### src/rtl/execute_muldiv.sv
// execute_muldiv: EX stage with forwarding, ALU, next-PC select and an iterative RV32M multiply/divide unit
module execute_muldiv #(
   parameter int XLEN           = 32,
   parameter int BITS_PER_CYCLE = 1
) (
   input  logic            clk,
   input  logic            rst_n,
   input  logic [1:0]      JumpE,
   input  logic            BranchE,
   input  logic [3:0]      ALUControlE,
   input  logic            ALUSrcAE,
   input  logic            ALUSrcBE,
   input  logic [2:0]      BranchTypeE,
   input  logic            MulDivE,
   input  logic [2:0]      MulDivOpE,
   input  logic            FlushE,
   input  logic [XLEN-1:0] ResultW,
   input  logic [XLEN-1:0] ALUResultM,
   input  logic [XLEN-1:0] RD1E,
   input  logic [XLEN-1:0] RD2E,
   input  logic [1:0]      ForwardAE,
   input  logic [1:0]      ForwardBE,
   input  logic [XLEN-1:0] PCE,
   input  logic [XLEN-1:0] ImmExtE,
   output logic [XLEN-1:0] WriteDataE,
   output logic [1:0]      PCSrcE,
   output logic [XLEN-1:0] ALUResultE,
   output logic [XLEN-1:0] PCTargetE,
   output logic            StallMDE
);
   localparam int N  = XLEN / BITS_PER_CYCLE;
   localparam int CW = (N > 1) ? $clog2(N) : 1;
   localparam int SW = $clog2(XLEN);
   localparam logic [1:0] IDLE = 2'd0, BUSY = 2'd1, DONE = 2'd2;

   logic [XLEN-1:0]   fa, fb, srca, srcb, alu_out, res, nres, bmag, amag_in, bmag_in, quo, rem;
   logic [2*XLEN-1:0] acc, nacc, prod;
   logic [1:0]        state;
   logic [CW-1:0]     count;
   logic [2:0]        op;
   logic              neg_p, neg_r, divz, take, sa, sb;

   assign fa         = ForwardAE == 2'b01 ? ResultW : ForwardAE == 2'b10 ? ALUResultM : RD1E;
   assign fb         = ForwardBE == 2'b01 ? ResultW : ForwardBE == 2'b10 ? ALUResultM : RD2E;
   assign WriteDataE = fb;
   assign srca       = ALUSrcAE ? PCE : fa;
   assign srcb       = ALUSrcBE ? ImmExtE : fb;
   assign PCTargetE  = PCE + ImmExtE;

   // ALU operation select
   always_comb begin
      case (ALUControlE)
         4'b0000: alu_out = srca + srcb;
         4'b0001: alu_out = srca - srcb;
         4'b0010: alu_out = srca & srcb;
         4'b0011: alu_out = srca | srcb;
         4'b0100: alu_out = srca ^ srcb;
         4'b0101: alu_out = {{(XLEN-1){1'b0}}, $signed(srca) < $signed(srcb)};
         4'b0110: alu_out = {{(XLEN-1){1'b0}}, srca < srcb};
         4'b0111: alu_out = srca << srcb[SW-1:0];
         4'b1000: alu_out = srca >> srcb[SW-1:0];
         4'b1001: alu_out = $signed(srca) >>> srcb[SW-1:0];
         4'b1010: alu_out = srcb;
         default: alu_out = '0;
      endcase
   end

   // branch condition on the forwarded register operands
   always_comb begin
      case (BranchTypeE)
         3'b000:  take = fa == fb;
         3'b001:  take = fa != fb;
         3'b100:  take = $signed(fa) < $signed(fb);
         3'b101:  take = $signed(fa) >= $signed(fb);
         3'b110:  take = fa < fb;
         3'b111:  take = fa >= fb;
         default: take = 1'b0;
      endcase
   end

   assign PCSrcE = JumpE == 2'b10 ? 2'b10 : (JumpE == 2'b01 || (BranchE && take)) ? 2'b01 : 2'b00;

   // MUL keeps the signed view; its low half is identical either way
   assign sa      = fa[XLEN-1] & (MulDivOpE[2] ? ~MulDivOpE[0] : MulDivOpE[1:0] != 2'b11);
   assign sb      = fb[XLEN-1] & (MulDivOpE[2] ? ~MulDivOpE[0] : ~MulDivOpE[1]);
   assign amag_in = sa ? -fa : fa;
   assign bmag_in = sb ? -fb : fb;

   // one bit of shift-add multiply (acc = {partial high, multiplier}) or restoring divide (acc = {remainder, quotient})
   function automatic logic [2*XLEN-1:0] step(input logic [2*XLEN-1:0] p, input logic [XLEN-1:0] d, input logic div);
      logic [XLEN:0] t;
      logic          ge;
      t  = div ? {p[2*XLEN-1:XLEN], p[XLEN-1]} : {1'b0, p[2*XLEN-1:XLEN]} + (p[0] ? {1'b0, d} : '0);
      ge = t >= {1'b0, d};
      return div ? {ge ? t[XLEN-1:0] - d : t[XLEN-1:0], p[XLEN-2:0], ge} : {t, p[XLEN-1:1]};
   endfunction

   // retire BITS_PER_CYCLE bits per iteration
   always_comb begin
      nacc = acc;
      for (int i = 0; i < BITS_PER_CYCLE; i++) nacc = step(nacc, bmag, op[2]);
   end

   assign prod = neg_p ? -nacc : nacc;
   assign quo  = divz ? '1 : neg_p ? -nacc[XLEN-1:0] : nacc[XLEN-1:0];
   assign rem  = neg_r ? -nacc[2*XLEN-1:XLEN] : nacc[2*XLEN-1:XLEN];
   assign nres = op[2] ? (op[1] ? rem : quo) : (op[1:0] == 2'b00 ? prod[XLEN-1:0] : prod[2*XLEN-1:XLEN]);

   // IDLE -> BUSY (latch operands) -> DONE (hold result) -> IDLE; flush aborts from any state
   always_ff @(posedge clk or negedge rst_n) begin
      if (!rst_n) begin
         state <= IDLE;
         count <= '0;
         op    <= '0;
         acc   <= '0;
         bmag  <= '0;
         res   <= '0;
         neg_p <= 1'b0;
         neg_r <= 1'b0;
         divz  <= 1'b0;
      end else if (FlushE) begin
         state <= IDLE;
         count <= '0;
      end else begin
         case (state)
            IDLE: if (MulDivE) begin
               state <= BUSY;
               count <= '0;
               op    <= MulDivOpE;
               acc   <= {{XLEN{1'b0}}, amag_in};
               bmag  <= bmag_in;
               neg_p <= sa ^ sb;
               neg_r <= sa;
               divz  <= fb == '0;
            end
            BUSY: begin
               acc   <= nacc;
               count <= count + CW'(1);
               if (count == CW'(N-1)) begin
                  state <= DONE;
                  res   <= nres;
               end
            end
            default: state <= IDLE;
         endcase
      end
   end

   assign StallMDE   = rst_n & ~FlushE & ((state == IDLE & MulDivE) | state == BUSY);
   assign ALUResultE = state == DONE ? res : alu_out;
endmodule

### config.mk
export PLATFORM = sky130hd
export DESIGN_NAME = execute_muldiv
export DESIGN_NICKNAME = d
export VERILOG_FILES = /design/src/rtl/execute_muldiv.sv
export SDC_FILE = /design/constraint.sdc
export NUM_CORES = 2
export LEC_CHECK = 0
export BUFFER_PORTS_ARGS = -buffer_cell sky130_fd_sc_hd__buf_2
export CAP_MARGIN = 20
export CORE_MARGIN = 2
export CORE_UTILIZATION = 40
export CTS_CLUSTER_SIZE = 16
export DETAILED_ROUTE_END_ITERATION = 12
export PLACE_DENSITY = 0.6
export SLEW_MARGIN = 20
export SYNTH_ARGS = -nofsm -noshare
export SYNTH_HDL_FRONTEND = slang
export SYNTH_SLANG_ARGS = --single-unit
### constraint.sdc
create_clock -name clk -period 21.7 [get_ports clk]
set_input_delay 4.34 -clock clk [delete_from_list [all_inputs] [get_ports clk]]
set_output_delay 4.34 -clock clk [all_outputs]
set_load 0.05 [all_outputs]
# Word-level counts from Yosys, hierarchy flattened
# Index checks and enable logic that the tools add are counted.
[word_totals]
ff_bits = 141
in_bits = 215
out_inout_bits = 99
[op_classes]
add_sub_neg = 11
magnitude_cmp = 7
eq_ne = 30
shifts = 3
n_mux = 35
bitwise = 13
n_reduce_logical = 14
[ops]
columns = ["cell", "n"]
rows = [
  ["$mux 32", 17],
  ["$pmux 32 s11", 1],
  ["$mux 64", 3],
  ["$lt 32x32->1", 4],
  ["$neg 32->32", 4],
  ["$pmux 64 s2", 1],
  ["$add 32x32->32", 2],
  ["$ge 32x32->1", 2],
  ["$neg 64->64", 1],
  ["$sub 32x32->32", 2],
  ["$add 32x32->33", 1],
  ["$ge 33x32->1", 1],
  ["$mux 33", 1],
  ["$and 32x32->32", 1],
  ["$eq 32x32->1", 1],
  ["$logic_not 32->1", 1],
  ["$ne 32x32->1", 1],
  ["$or 32x32->32", 1],
  ["$shl 32x5->32", 1],
  ["$shr 32x5->32", 1],
  ["$sshr 32x5->32", 1],
  ["$xor 32x32->32", 1],
  ["$eq 4x3->1 const B", 4],
  ["$eq 3x3->1 const B", 4],
  ["other kinds (29)", 56],
]

# Depth between registers and ports, before layout
[logic_depth]
depth_word = 11
mapped_depth = 38
depth_no_buf = 36

# Least setup slack after synthesis
# No wires, ideal clock.
[synth_path]
kind = "input to output"
from = "input ForwardBE[1]"
to = "output ALUResultE[31]"
arrival_ns = 10.367
required_ns = 17.360
slack_ns = 6.993
cell_stages = 23
path_buffers = 5
cell_sequence = "clkbuf_1 nand2b_1 buf_1 o22a_1 o21ai_1 o21a_1 buf_1 clkbuf_1 buf_1 ha_1 inv_1 o21bai_1 a2111oi_0 o22ai_1 o211ai_1 a211o_1 a21oi_1 o31ai_1 a21boi_0 nor3_1 o21ai_0 o221a_2 a311oi_1"
[synth_via]
elab_chain_cells = 7
word_cells_on_any_way = 15
[synth_rtl]
columns = ["item", "line", "source"]
rows = [
  ["start, declared", "22", "input logic [1:0] ForwardBE,"],
  ["$eq 2x2->1", "44", "assign fb = ForwardBE == 2'b01 ? ResultW : ForwardBE == 2'b10 ? ALUResultM : RD2E;"],
  ["$mux 32", "44", ""],
  ["$mux 32 *", "44", ""],
  ["$mux 32 *", "47", "assign srcb = ALUSrcBE ? ImmExtE : fb;"],
  ["$sub 32x32->32 (tied with other cells)", "54", "4'b0001: alu_out = srca - srcb;"],
  ["$pmux 32 s11 *", "52", "case (ALUControlE)"],
  ["$mux 32 *", "150", "assign ALUResultE = state == DONE ? res : alu_out;"],
  ["end, declared", "27", "output logic [XLEN-1:0] ALUResultE,"],
]
# Every way passes the cells marked *; elsewhere a longest branch is shown, timed or not.

# Worst setup path after layout
[layout_path]
from = "input ForwardBE[0]"
to = "output ALUResultE[31]"
# The elaborated chain is that of the path after synthesis.

==> results.md <==
* Power per cell area at 115 nW/um^2
* Crit-path max cell delay at 0.88 ns
* FMAX at 64.0 MHz
* Most common cell in the netlist: nand2_1
* Die height at 266 um
* Worst hold path depth at 2
* Hold path start: res[6]$_DFFE_PN0P_
* Ys Warns at 0
* # IOs at 314
* R2R cell count at 37
* Crit path kind: in2out
* Sw Ratio at 59.2%
* Wire length of the first global-routing pass at 197000 um
* Critical Path, Cell by Cell: buf_2 > xor2_2 > buf_4 > o21ai_1 > o21a_2 > buf_4 > inv_2 > ha_1 > o21bai_1 > a2111oi_1 > o22ai_1 > o211ai_1 > a211o_1 > a21oi_1 > o31ai_1 > a21boi_0 > nor3_1 > o21ai_0 > o221a_2 > a311oi_1 > buf_2
* Switching pwr at 0.00206 W
* Worst r2r dst: res[26]$_DFFE_PN0P_
* Area Growth Syn to Fin at 10.5%
* Number of global-route vias before repair at 30027
* DR vias at 31997
* CTS tree: yes
* Drt pass-1 iters at 8
* Post-CTS sizing at 0
* Die area at 70600 sq um
* WL final at 135000 um
* Max Cap Violations at 0
* Wirelength per Cell at 27.1 um
* Top cell type's share of synthesized area at 12.9%
* CP max FO at 58
* DRC Markers at 0
* Hold crit path type: reg2reg
* Internal power at 0.00142 W
* FP Rows at 95
* CTS Hold Bufs at 0
* Area of the core at 67500 sq um
* Clk slew on worst S/H paths at 0.07 ns
* Crit start category: input pin
* Final Hold Fails at 0
* Dpl hpwl at 107000 um
* Slew HR at 3.46%
* Clock Latency Late Sink at 0.50 ns
* Leading post-synthesis cells by cell area: dfrtp_1, ha_1, o21ai_0
* Setup Viol. Count Final at 0
* Width of the chip at 266 um
* Top Family by Delay on Critical Path: compound AO/OA/AOI/OAI gates
* Reg2reg start: acc[0]$_DFFE_PN0P_
* Period utilisation layout at 72.0%
* Worst path slowest cell: a2111oi_1
* Register area share after synthesis at 12.9%
* WHS Endpoint: res[6]$_DFFE_PN0P_
* Seq cells post-synth at 141
* Overflow after GRT at 0
* CTS H-tree lvls at 4
* Synth Instances at 3950
* Antenna violations before repair at 8
* Period minus WS final at 15.61 ns
* Fraction of registers with async set/reset at 100%
* Clock power frac at 9.3%
* Worst setup EP type: output port
* Pleak at 13.7 nW
* Initial DRC count at 3820
* RSZ-0062 raised after global routing: false
* EDFF count, synth at 0
* IO Port Bufs at 313
* Clk root buf: clkbuf_16
* Filler cells at 7133
* Peak supply drop at 0.0652 mV
* Setup TNS Final at 0 ns
* Post-route clock skew at 0.0148 ns
* Post-synth net total at 4400
* CTS Sinks at 141
* R2R setup slack at 10.95 ns
* Sequential share of power at 12.6%
* Tot GR Track Use at 37.1%
* Largest net degree at the start of global routing at 81
* Final ANT Viol Nets at 0
* WP data arrival at 11.27 ns
* Cell variety after synth at 96
* CP Data Required Time at 17.36 ns
* Number of setup buffers added after CTS at 0
* Most instantiated cells after synthesis: nand2_1, o21ai_0, nor2_1, a21oi_1, ha_1
* Placed inst area at 29700 sq um
* GPL Wtd Cong at 1.04
* Final slew viol count at 0
* Buf/Inv on CP at 5
* Status: completed
* Syn Std Cell Area at 27400 sq um
* Share of cells above drive strength 1 at 13.2%
* Logic pwr share at 78.2%
* Max clock buf depth at 2
* Ys flop type: dfrtp_1
* Worst Tran Pin Value at 1.44 ns
* DR vias/cell at 6.41
* Hold_ws at 0.495 ns
* Cell type with the highest aggregate area in the netlist: dfrtp_1
* Final Cell Area at 30300 sq um
* Nets at 4551
* Initial Utilization at 40.6%
* Synthesized area per cell at 6.94 sq um
* Number of buffers created by CTS at 17
[stage by stage]
step,util (%),setup slack [ns],std cells,total power (W)
2_1_floorplan,-,6.99,3950,0.00227
3_3_place_gp,43.9,6.28,4955,0.00305
3_5_place_dp,43.9,6.22,4955,0.00305
4_1_cts,44.8,6.17,4987,0.00338
5_1_grt,44.9,5.94,4988,0.00367
6_report,44.9,6.09,4989,0.00347
[placed cells by master, fill, tap and decap left out, drive strengths merged, types with 40 or more instances in the layout]
cell type / count
xor2: 86
a21o: 74
nand3: 82
inv: 209
dfrtp: 141
nand2b: 41
a21oi: 337
nor3: 83
a31oi: 47
mux2: 40
o211ai: 52
xnor2: 155
o221ai: 41
a211oi: 58
nand2: 441
nor2: 363
o21ai: 413
buf: 387
mux2i: 180
ha: 230
and2: 51
nor2b: 45
[layout make-up]
| type | count | area (sq um) | area share (%) |
|---|---|---|---|
| Clock inverter | 14 | 160 | 0.529 |
| Multi-Input combinational cell | 3345 | 22100 | 73.1 |
| Inverter | 209 | 785 | 2.59 |
| Clock buffer | 18 | 439 | 1.45 |
| Timing Repair Buffer | 387 | 2130 | 7.03 |
| Sequential cell | 141 | 3530 | 11.7 |
| Antenna cell | 2 | 5.00 | 0.0165 |
| Tap cell | 873 | 1090 | 3.61 |
[sequential cells by signal (all words and copies together), names as in the netlist]
| name | cells |
|---|---|
| count | 5 |
| op | 3 |
| acc | 64 |
| res | 32 |
| divz | 1 |
| neg_p | 1 |
| neg_r | 1 |
| bmag | 32 |
| state | 2 |
[routing by layer]
layer | vias to the layer above | GRT usage (%) | part of all wire [%] | wire length (um)
met5 | - | 0 | 0.050 | 67
met4 | 10 | 19.0 | 5.7 | 7730
met3 | 381 | 8.18 | 9.8 | 13200
met2 | 1810 | 58.9 | 44 | 59600
met1 | 15142 | 47.2 | 40 | 54400
li1 | 14654 | - | - | -
[worst register-to-register path, delay by kind of cell, from the launching register on]
kind                       cells  cell delay (ns)
and+or+nand+nor               11             3.35
xor gates and xnor gates       2             0.39
buffers and inverters          3             0.74
adders and majority gates      3             0.92
DFF                            1             0.36
AOI/OAI and AO/OA             18             4.93
[power groups by stage]
stage                     clock (W)  sequential (W)  combinational, W
final                      0.000321        0.000436           0.00271
after global routing       0.000331        0.000443           0.00289
after CTS                  0.000321        0.000430           0.00263
after detailed placement          0        0.000435           0.00261
after global placement            0        0.000435           0.00262
after floorplan                   0        0.000376           0.00189
[cell families (layout without fill, tap and decap cells)]
family                     Yosys count  in the layout  share of synthesized area, %
other                                0              2                             0
xor gates and xnor gates           241            241                          7.70
AOI/OAI and AO/OA                 1364           1364                          31.9
and+or+nand+nor                   1284           1284                          21.7
muxes                              220            220                          8.22
adders and majority gates          236            236                          10.9
DFF                                141            141                          12.9
buffers and inverters              464            628                          6.68
[worst max path at each step]
stage	from	cells past startpoint	to	slack, ns
floorplan	ForwardBE[1]	23	ALUResultE[31]	6.99
global placement	ForwardBE[0]	21	ALUResultE[31]	6.28
detailed placement	ForwardBE[0]	21	ALUResultE[31]	6.22
CTS	ForwardBE[0]	21	ALUResultE[31]	6.17
global route	ForwardBE[0]	21	ALUResultE[31]	5.94
finish	ForwardBE[0]	21	ALUResultE[31]	6.09
(Power assumes the default switching activity.)
